<file path="src/rtl/wb_arbiter_pkg.sv">
// ============================================================================
// Module   : wb_arbiter_pkg
// Brief    : Wishbone cycle/burst type encodings and index-width helper.
// Revision : 1.0
// ============================================================================
`default_nettype none

package wb_arbiter_pkg;

  typedef enum logic [2:0] {
    CTI_CLASSIC = 3'b000,
    CTI_CONST   = 3'b001,
    CTI_INC     = 3'b010,
    CTI_EOB     = 3'b111
  } cti_e;

  typedef enum logic [1:0] {
    BTE_LINEAR = 2'b00,
    BTE_WRAP4  = 2'b01,
    BTE_WRAP8  = 2'b10,
    BTE_WRAP16 = 2'b11
  } bte_e;

  // Bits needed to hold an index in 0..value-1 (at least 1).
  function automatic int clog2(input int value);
    int result;
    result = 1;
    for (int i = 1; i < 32; i++) begin
      if ((1 << i) < value) result = i + 1;
    end
    return result;
  endfunction

endpackage

`default_nettype wire

</file>
<file path="src/rtl/wb_rr_arbiter.sv">
// ============================================================================
// Module   : wb_rr_arbiter
// Brief    : Round-robin grant register; owner keeps the grant while it requests.
// Revision : 1.0
// ============================================================================
`default_nettype none

module wb_rr_arbiter
  import wb_arbiter_pkg::*;
#(
  parameter int N = 5
) (
  input  logic                  clk,
  input  logic                  rst_n,
  input  logic [N-1:0]          req,
  output logic [N-1:0]          grant,
  output logic [clog2(N)-1:0]   sel,
  output logic                  active
);

  localparam int IW = clog2(N);

  logic [N-1:0]  r_grant;
  logic [IW-1:0] r_last;
  logic [N-1:0]  w_grant_nxt;
  logic [IW-1:0] w_last_nxt;
  logic          w_found;
  int            w_idx;

  // Search starts one past the previous owner so every requester gets a turn.
  always_comb begin
    w_grant_nxt = '0;
    w_last_nxt  = r_last;
    w_found     = 1'b0;
    w_idx       = 0;
    if (|(r_grant & req)) begin
      w_grant_nxt = r_grant;
    end else begin
      for (int i = 1; i <= N; i++) begin
        w_idx = (int'(r_last) + i) % N;
        if (!w_found && req[w_idx]) begin
          w_found            = 1'b1;
          w_grant_nxt[w_idx] = 1'b1;
          w_last_nxt         = IW'(w_idx);
        end
      end
    end
  end

  always_ff @(posedge clk or negedge rst_n) begin
    if (!rst_n) begin
      r_grant <= '0;
      r_last  <= IW'(N - 1);
    end else begin
      r_grant <= w_grant_nxt;
      r_last  <= w_last_nxt;
    end
  end

  assign grant  = r_grant;
  assign sel    = r_last;
  assign active = |r_grant;

endmodule

`default_nettype wire

</file>
<file path="src/rtl/wb_arbiter.sv">
// ============================================================================
// Module   : wb_arbiter
// Brief    : Wishbone B3 N-to-1 arbiter: owner mux plus response routing.
// Revision : 1.0
// ============================================================================
`default_nettype none

module wb_arbiter
  import wb_arbiter_pkg::*;
#(
  parameter int dw          = 32,
  parameter int aw          = 32,
  parameter int NUM_MASTERS = 5
) (
  input  logic                          wb_clk_i,
  input  logic                          wb_rst_i,
  input  logic [NUM_MASTERS*aw-1:0]     wbm_adr_i,
  input  logic [NUM_MASTERS*dw-1:0]     wbm_dat_i,
  input  logic [NUM_MASTERS*dw/8-1:0]   wbm_sel_i,
  input  logic [NUM_MASTERS-1:0]        wbm_we_i,
  input  logic [NUM_MASTERS-1:0]        wbm_cyc_i,
  input  logic [NUM_MASTERS-1:0]        wbm_stb_i,
  input  logic [NUM_MASTERS*3-1:0]      wbm_cti_i,
  input  logic [NUM_MASTERS*2-1:0]      wbm_bte_i,
  output logic [dw-1:0]                 wbm_dat_o,
  output logic [NUM_MASTERS-1:0]        wbm_ack_o,
  output logic [NUM_MASTERS-1:0]        wbm_err_o,
  output logic [NUM_MASTERS-1:0]        wbm_rty_o,
  output logic [aw-1:0]                 wbs_adr_o,
  output logic [dw-1:0]                 wbs_dat_o,
  output logic [dw/8-1:0]               wbs_sel_o,
  output logic                          wbs_we_o,
  output logic                          wbs_cyc_o,
  output logic                          wbs_stb_o,
  output logic [2:0]                    wbs_cti_o,
  output logic [1:0]                    wbs_bte_o,
  input  logic [dw-1:0]                 wbs_dat_i,
  input  logic                          wbs_ack_i,
  input  logic                          wbs_err_i,
  input  logic                          wbs_rty_i
);

  localparam int IW = clog2(NUM_MASTERS);
  localparam int SW = dw / 8;

  logic [NUM_MASTERS-1:0] w_grant;
  logic [IW-1:0]          w_sel;
  logic                   w_active;
  int                     w_k;

  wb_rr_arbiter #(
    .N      (NUM_MASTERS)
  ) u_rr_arbiter (
    .clk    (wb_clk_i),
    .rst_n  (wb_rst_i),
    .req    (wbm_cyc_i),
    .grant  (w_grant),
    .sel    (w_sel),
    .active (w_active)
  );

  // Idle bus presents all-zero request fields to the slave.
  always_comb begin
    w_k       = int'(w_sel);
    wbs_adr_o = '0;
    wbs_dat_o = '0;
    wbs_sel_o = '0;
    wbs_we_o  = 1'b0;
    wbs_cyc_o = 1'b0;
    wbs_stb_o = 1'b0;
    wbs_cti_o = '0;
    wbs_bte_o = '0;
    if (w_active) begin
      wbs_adr_o = wbm_adr_i[w_k*aw +: aw];
      wbs_dat_o = wbm_dat_i[w_k*dw +: dw];
      wbs_sel_o = wbm_sel_i[w_k*SW +: SW];
      wbs_we_o  = wbm_we_i[w_k];
      wbs_cyc_o = wbm_cyc_i[w_k];
      wbs_stb_o = wbm_stb_i[w_k];
      wbs_cti_o = wbm_cti_i[w_k*3 +: 3];
      wbs_bte_o = wbm_bte_i[w_k*2 +: 2];
    end
  end

  assign wbm_ack_o = w_grant & {NUM_MASTERS{wbs_ack_i}};
  assign wbm_err_o = w_grant & {NUM_MASTERS{wbs_err_i}};
  assign wbm_rty_o = w_grant & {NUM_MASTERS{wbs_rty_i}};
  assign wbm_dat_o = wbs_dat_i;

endmodule

`default_nettype wire

</file>
<file path="config.mk">
export PLATFORM = sky130hd
export DESIGN_NAME = wb_arbiter
export DESIGN_NICKNAME = d
export VERILOG_FILES = /design/src/rtl/wb_arbiter_pkg.sv /design/src/rtl/wb_rr_arbiter.sv /design/src/rtl/wb_arbiter.sv
export SDC_FILE = /design/constraint.sdc
export NUM_CORES = 1
export LEC_CHECK = 0
export ABC_AREA = 1
export BUFFER_PORTS_ARGS = -buffer_cell sky130_fd_sc_hd__buf_2
export CAP_MARGIN = 20
export CELL_PAD_IN_SITES_DETAIL_PLACEMENT = 0
export CELL_PAD_IN_SITES_GLOBAL_PLACEMENT = 1
export CORE_MARGIN = 1.5
export CORE_UTILIZATION = 40
export CTS_CLUSTER_DIAMETER = 150
export DETAILED_ROUTE_END_ITERATION = 6
export MAX_ROUTING_LAYER = met4
export PLACE_DENSITY_LB_ADDON = 0.1
export REMOVE_ABC_BUFFERS = 1
export SYNTH_ARGS = -nofsm -noshare
export SYNTH_HDL_FRONTEND = slang
export SYNTH_SLANG_ARGS = --single-unit
</file>
<file path="constraint.sdc">
create_clock -name wb_clk_i -period 20.1 [get_ports wb_clk_i]
set_clock_uncertainty 0.1 [all_clocks]
set_input_delay 0 -clock wb_clk_i [delete_from_list [all_inputs] [get_ports wb_clk_i]]
set_output_delay 0 -clock wb_clk_i [all_outputs]
set_load 0.05 [all_outputs]
</file>
==> run_results.csv, run 1 <==
group,metric,value,unit
run_status,outcome,"finished, final reports clean",
logic_synthesis,netlist_area,32200,sq um
logic_synthesis,async_flop_share,100,%
timing,whs,0.276,ns
critical_path,reg2reg_setup_slack,2.13,ns
die,die_height,287,um
drt,first_pass_iters,6,
clock_network,cts_tree,"built",
grt,grt_max_degree,167,
logic_synthesis,synthTopCellsByArea,"nand2_1 (22%), nand3_1 (13%), nand2_2 (11%), inv_1 (6.6%), xor2_1 (5.3%)",
logic_synthesis,synth_flop_cell,"dfrtp_1",
drt,num_vias,39000,
placed_design,place_hpwl,119000,um
drt,detail-route-antenna-nets,0,
logic_synthesis,synth_edf_count,0,
timing,rsz0062_at_grt,"no",
critical_path,critPathLaunchType,"flip-flop",
grt,grt_overflow,0,
grt,grt_pass1_wl,210000,um
drt,wl_met1,61000,um
die,dieArea,82200,sq um
drt,wl_met3,8000,um
clock_network,path_clk_slew,0.06,ns
cells_and_area,area_growth,9.01,%
timing,tightest_slew,1.14,ns
timing,setup_violations,0,
cells_and_area,fin_cells,7428,
clock_network,cts_setup_buffers,0,
clock_network,cts.sinks,37,
cells_and_area,post-route-util,44.2,%
drt,drt_iter0_markers,3139,
die,fp.coreArea,79400,sq um
drt,wl_per_cell,18.9,um
timing,hold_viol,0,
clock_network,cts_made_buffers,5,
critical_path,slowest_stage,"dfrtp_4",
die,rows,103,
critical_path,worstPathArrival,18.09,ns
critical_path,crit_fanout,53,
drt,drc,0,
cells_and_area,regArea,935,sq um
logic_synthesis,avgSynthCellArea,5.35,sq um
critical_path,endpoint,"u_rr_arbiter.sel[10]",
logic_synthesis,synth_top_area_cell,"nand2_1",
critical_path,crit_path_start,"u_rr_arbiter.sel[0]",
die,die_w,287,um
grt,grt_use_total,33.9,%
placed_design,dp.cells,7375,
timing,slew_headroom,24.0,%
cells_and_area,nFillCells,9134,
cells_and_area,multi_input_area,26800,sq um
timing,slew_viol_final,0,
logic_synthesis,synth_top_area_share,21.7,%
critical_path,critical_path_class,"flip-flop to flip-flop",
clock_network,cts-htree-levels,2,
drt,routed_via_density,5.24,
hold_path,hold_path_class,"input port to flip-flop",
cells_and_area,layout.nets,6825,
critical_path,cp.required,20.22,ns
job,maxCapViolCount,0,
critical_path,r2r_cells,138,
timing,fin_tns_setup,0,ns
timing,fin_crit,17.97,ns
grt,grt_pass1_vias,35300,
critical_path,reg2reg_from,"u_rr_arbiter.sel[0]",
timing,min_period_over_period,89.4,%
die,ios,540,
clock_network,clockBufferDepth,2,
clock_network,insertion_delay,0.29,ns
logic_synthesis,yosys_register_bits,37,
placed_design,portBuffers,475,
logic_synthesis,syn_inst,6023,
drt,dr.max_layer_used,"met4",
logic_synthesis,yosysWarnings,0,
drt,dr_wl_met2,63400,um
placed_design,place_congestion,1.02,
grt,grt_antenna_before_repair,20,
critical_path,end_kind,"flip-flop",
critical_path,worst_path_most_repeated_cell,"nand2_2",
timing,fmax,0.0557,GHz
critical_path,critPathMaxStageDelay,0.78,ns
drt,routed_wl,141000,um
logic_synthesis,synth_cell_types,79,
logic_synthesis,synth.top_cells.by_count,"nand2_1 (1863), nand3_1 (810), inv_1 (565), nand2_2 (543), nor2_1 (408)",
clock_network,cts_root_buf,"clkbuf_16",
logic_synthesis,synth.yosys.seq_area_share,2.88,%
logic_synthesis,yosysMostFrequentCell,"nand2_1",
critical_path,r2r-end,"u_rr_arbiter.sel[10]",
die,start_util,40.6,%
cells_and_area,drive_gt1_share,26.5,%
sequential cells by signal, summed over array words and instances, names as in the netlist:
| name | count |
|---|---|
| u_rr_arbiter.grant | 5 |
| u_rr_arbiter.sel | 32 |
through the flow:
stage	cell area [sq um]	worst slack, ns
finish	35100	2.13
global route	35100	0.109
CTS	35100	2.07
detailed placement	34600	2.15
global placement	34600	2.25
floorplan	30700	0.991
cells by family after synthesis:
group	Yosys count	synth area share [%]
DFF	37	2.88
and+or+nand+nor	4136	64.3
muxes	1	0.0311
buffers and inverters	975	14.0
xor gates and xnor gates	216	6.08
AOI/OAI and AO/OA	616	11.0
adders and majority gates	42	1.66
critical path, delay by kind of cell, from the launching register on:
| family | cells | cell delay, ns |
|---|---|---|
| XOR/XNOR | 1 | 0.36 |
| AO/OA/AOI/OAI | 5 | 1.09 |
| AND/OR/NAND/NOR | 119 | 13.22 |
| buffers and inverters | 10 | 1.26 |
| flip-flops | 1 | 0.78 |
| adder cells (fa/ha/maj) | 3 | 1.01 |
how the worst min path moves through the flow:
stage / end / from / slack, ns / depth (start not counted)
after floorplan: u_rr_arbiter.grant[0] / wb_rst_i / -0.40 / 0
after global placement: wbm_dat_o[0] / wbs_dat_i[0] / -0.1 / 0
after detailed placement: wbm_dat_o[0] / wbs_dat_i[0] / -0.1 / 0
after CTS: u_rr_arbiter.grant[2] / wbm_cyc_i[4] / 0.21 / 6
after global routing: wbs_adr_o[4] / wbm_adr_i[132] / 0.33 / 4
final: u_rr_arbiter.grant[2] / wbm_cyc_i[2] / 0.28 / 7
layer usage:
metal | vias to the layer above | track usage, %
met5 | - | -
met4 | 0 | 17.8
met3 | 235 | 3.58
met2 | 1208 | 54.1
met1 | 17600 | 42.1
li1 | 19900 | -
cells in the final DEF, fill, tap and decap left out, drive strengths merged, types with 4 or more instances in the layout:
cell	n
nand2	2512
nand3	925
inv	755
nor2	525
buf	491
o21ai	335
xor2	202
a21oi	145
nand4	110
o22ai	76
ha	41
dfrtp	36
dlygate4sd3	33
clkinv	32
nor3	25
nand3b	17
a31oi	14
xnor2	13
diode	11
or2	11
o211ai	11
a21o	10
clkbuf	7
o2111ai	5
and2	5
a211oi	4
o221ai	4
cell type report:
class / count / area share, %
antenna: 11 / 0.0784
multi-input combinational: 5012 / 76.3
sequential: 37 / 2.66
clock buffer: 7 / 0.435
timing repair buffer: 524 / 8.09
clock inverter: 1 / 0.0249
inverter: 786 / 8.64
tap: 1050 / 3.74
repair_timing:
| action | in CTS | in global routing |
|---|---|---|
| gates resized for setup | 0 | 0 |
| endpoints found under the hold margin | 68 | 0 |
| hold buffers | 33 | 0 |
| endpoints found under the setup margin | 0 | 3 |
Power of run 1 is left out: the tool's default activity adds up to more than one toggle a clock period on the data nets, which glitch-free logic cannot reach.
==> run 2: changes to the inputs <==
Settings changed: CELL_PAD_IN_SITES_DETAIL_PLACEMENT 0 to 1, CELL_PAD_IN_SITES_GLOBAL_PLACEMENT 1 to 2, CORE_UTILIZATION 40 to 30.
==> run_results.csv, run 2 (synthesis gave the netlist of run 1 again) <==
group,metric,value,unit
clock_network,path_clk_slew,0.07,ns
placed_design,portBuffers,475,
die,dieArea,109000,sq um
hold_path,hold_path_class,"input port to flip-flop",
timing,whs,0.281,ns
timing,tightest_slew,1.22,ns
cells_and_area,area_growth,10.8,%
clock_network,clockBufferDepth,2,
grt,grt_max_degree,155,
placed_design,place_hpwl,132000,um
timing,setup_violations,0,
clock_network,insertion_delay,0.30,ns
cells_and_area,nFillCells,15000,
critical_path,cp.required,20.20,ns
die,ios,540,
timing,rsz0062_at_grt,"no",
critical_path,end_kind,"flip-flop",
critical_path,reg2reg_from,"u_rr_arbiter.sel[2]",
placed_design,dp.cells,7738,
die,start_util,30.2,%
run_status,outcome,"finished, final reports clean",
critical_path,critical_path_class,"flip-flop to flip-flop",
die,fp.coreArea,107000,sq um
cells_and_area,layout_commonest_cell,"nand2_1",
critical_path,slowest_stage,"dfstp_2",
critical_path,r2r-end,"u_rr_arbiter.sel[7]",
critical_path,worstPathArrival,18.32,ns
clock_network,cts_tree,"built",
drt,wl_per_cell,20.0,um
cells_and_area,multi_input_area,26800,sq um
clock_network,cts_root_buf,"clkbuf_16",
grt,grt_use_total,28.4,%
clock_network,cts-htree-levels,2,
clock_network,cts.sinks,37,
critical_path,endpoint,"u_rr_arbiter.sel[7]",
critical_path,reg2reg_setup_slack,1.88,ns
drt,detail-route-antenna-nets,0,
drt,num_vias,39600,
cells_and_area,fin_area,35700,sq um
die,rows,120,
drt,first_pass_iters,5,
grt,grt_pass1_wl,234000,um
drt,routed_wl,156000,um
timing,fin_tns_setup,0,ns
drt,drc,0,
critical_path,worst_path_most_repeated_cell,"nand2_2",
timing,slew_viol_final,0,
grt,grt_antenna_before_repair,24,
clock_network,cts_made_buffers,5,
cells_and_area,drive_gt1_share,26.7,%
critical_path,r2r_cells,150,
critical_path,crit_fanout,12,
timing,fmax,0.0549,GHz
grt,grt_overflow,0,
critical_path,crit_buf_inv,14,
placed_design,place_congestion,0.999,
critical_path,crit_path_start,"u_rr_arbiter.sel[2]",
timing,min_period_over_period,90.6,%
cells_and_area,regArea,935,sq um
cells_and_area,largest_reg_flops,32,
die,die_height,331,um
cells_and_area,final_cell_mix,"nand2_1 (1863), nand3_1 (809), inv_1 (564), nand2_2 (543), buf_2 (475)",
cells_and_area,layout.nets,6838,
critical_path,critPathMaxStageDelay,0.72,ns
drt,drt_iter0_markers,1957,
timing,slew_headroom,18.6,%
critical_path,worstSetupPathDepth,150,
die,die_w,331,um
timing,hold_viol,0,
timing,fin_crit,18.22,ns
critical_path,cp_top_family,"simple AND/OR/NAND/NOR gates",
job,maxCapViolCount,0,
drt,routed_via_density,5.08,
critical_path,critPathLaunchType,"flip-flop",
placed_design,place_area,35100,sq um
grt,grt_pass1_vias,39000,
cells_and_area,fin_cells,7803,
[run 2: final cells by class]
class / count / share of cell area, %
clock inverters: 3 / 0.123
multi-input cells: 5013 / 75.1
well taps: 1403 / 4.92
clock buffers: 5 / 0.351
diodes: 20 / 0.140
repair buffers: 536 / 8.21
inverters: 786 / 8.50
flip-flops and latches: 37 / 2.62
[run 2: layer usage]
metal,track usage [%],vias up,share of wire [%]
met5,-,-,0
met4,13.2,0,5.2
met3,2.40,168,3.5
met2,47.8,787,47
met1,34.3,18700,44
li1,-,19900,-
[run 2: stage by stage]
stage	utilization, %	worst slack, ns
finish	33.4	1.88
global route	33.4	0.0485
CTS	33.3	1.24
detailed placement	32.9	1.32
global placement	32.9	1.67
floorplan	-	0.991
[run 2: worst min path at each step]
stage	slack (ns)	startpoint	cells past startpoint	endpoint
2_1_floorplan	-0.40	wb_rst_i	0	u_rr_arbiter.grant[0]
3_3_place_gp	-0.1	wbs_dat_i[0]	0	wbm_dat_o[0]
3_5_place_dp	-0.1	wbs_dat_i[0]	0	wbm_dat_o[0]
4_1_cts	0.20	wbm_cyc_i[1]	6	u_rr_arbiter.grant[2]
5_1_grt	0.33	wbm_sel_i[17]	4	wbs_sel_o[1]
6_report	0.28	wbm_cyc_i[1]	7	u_rr_arbiter.grant[1]
[run 2: worst register-to-register path, delay by kind of cell (launching register included)]
family | cells | cell delay, ns
AND/OR/NAND/NOR | 129 | 14.22
adder cells (fa/ha/maj) | 4 | 1.19
buffers and inverters | 14 | 1.03
flip-flops | 1 | 0.72
XOR/XNOR | 1 | 0.56
AO/OA/AOI/OAI | 2 | 0.29
[run 2: timing repair]
action / CTS / global route
setup endpoints to repair: 0 / 35
gates resized for setup: 0 / 3
setup buffers: 0 / 2
hold buffers: 33 / 0
endpoints found under the hold margin: 68 / 0
Power of run 2 is left out for the same reason.
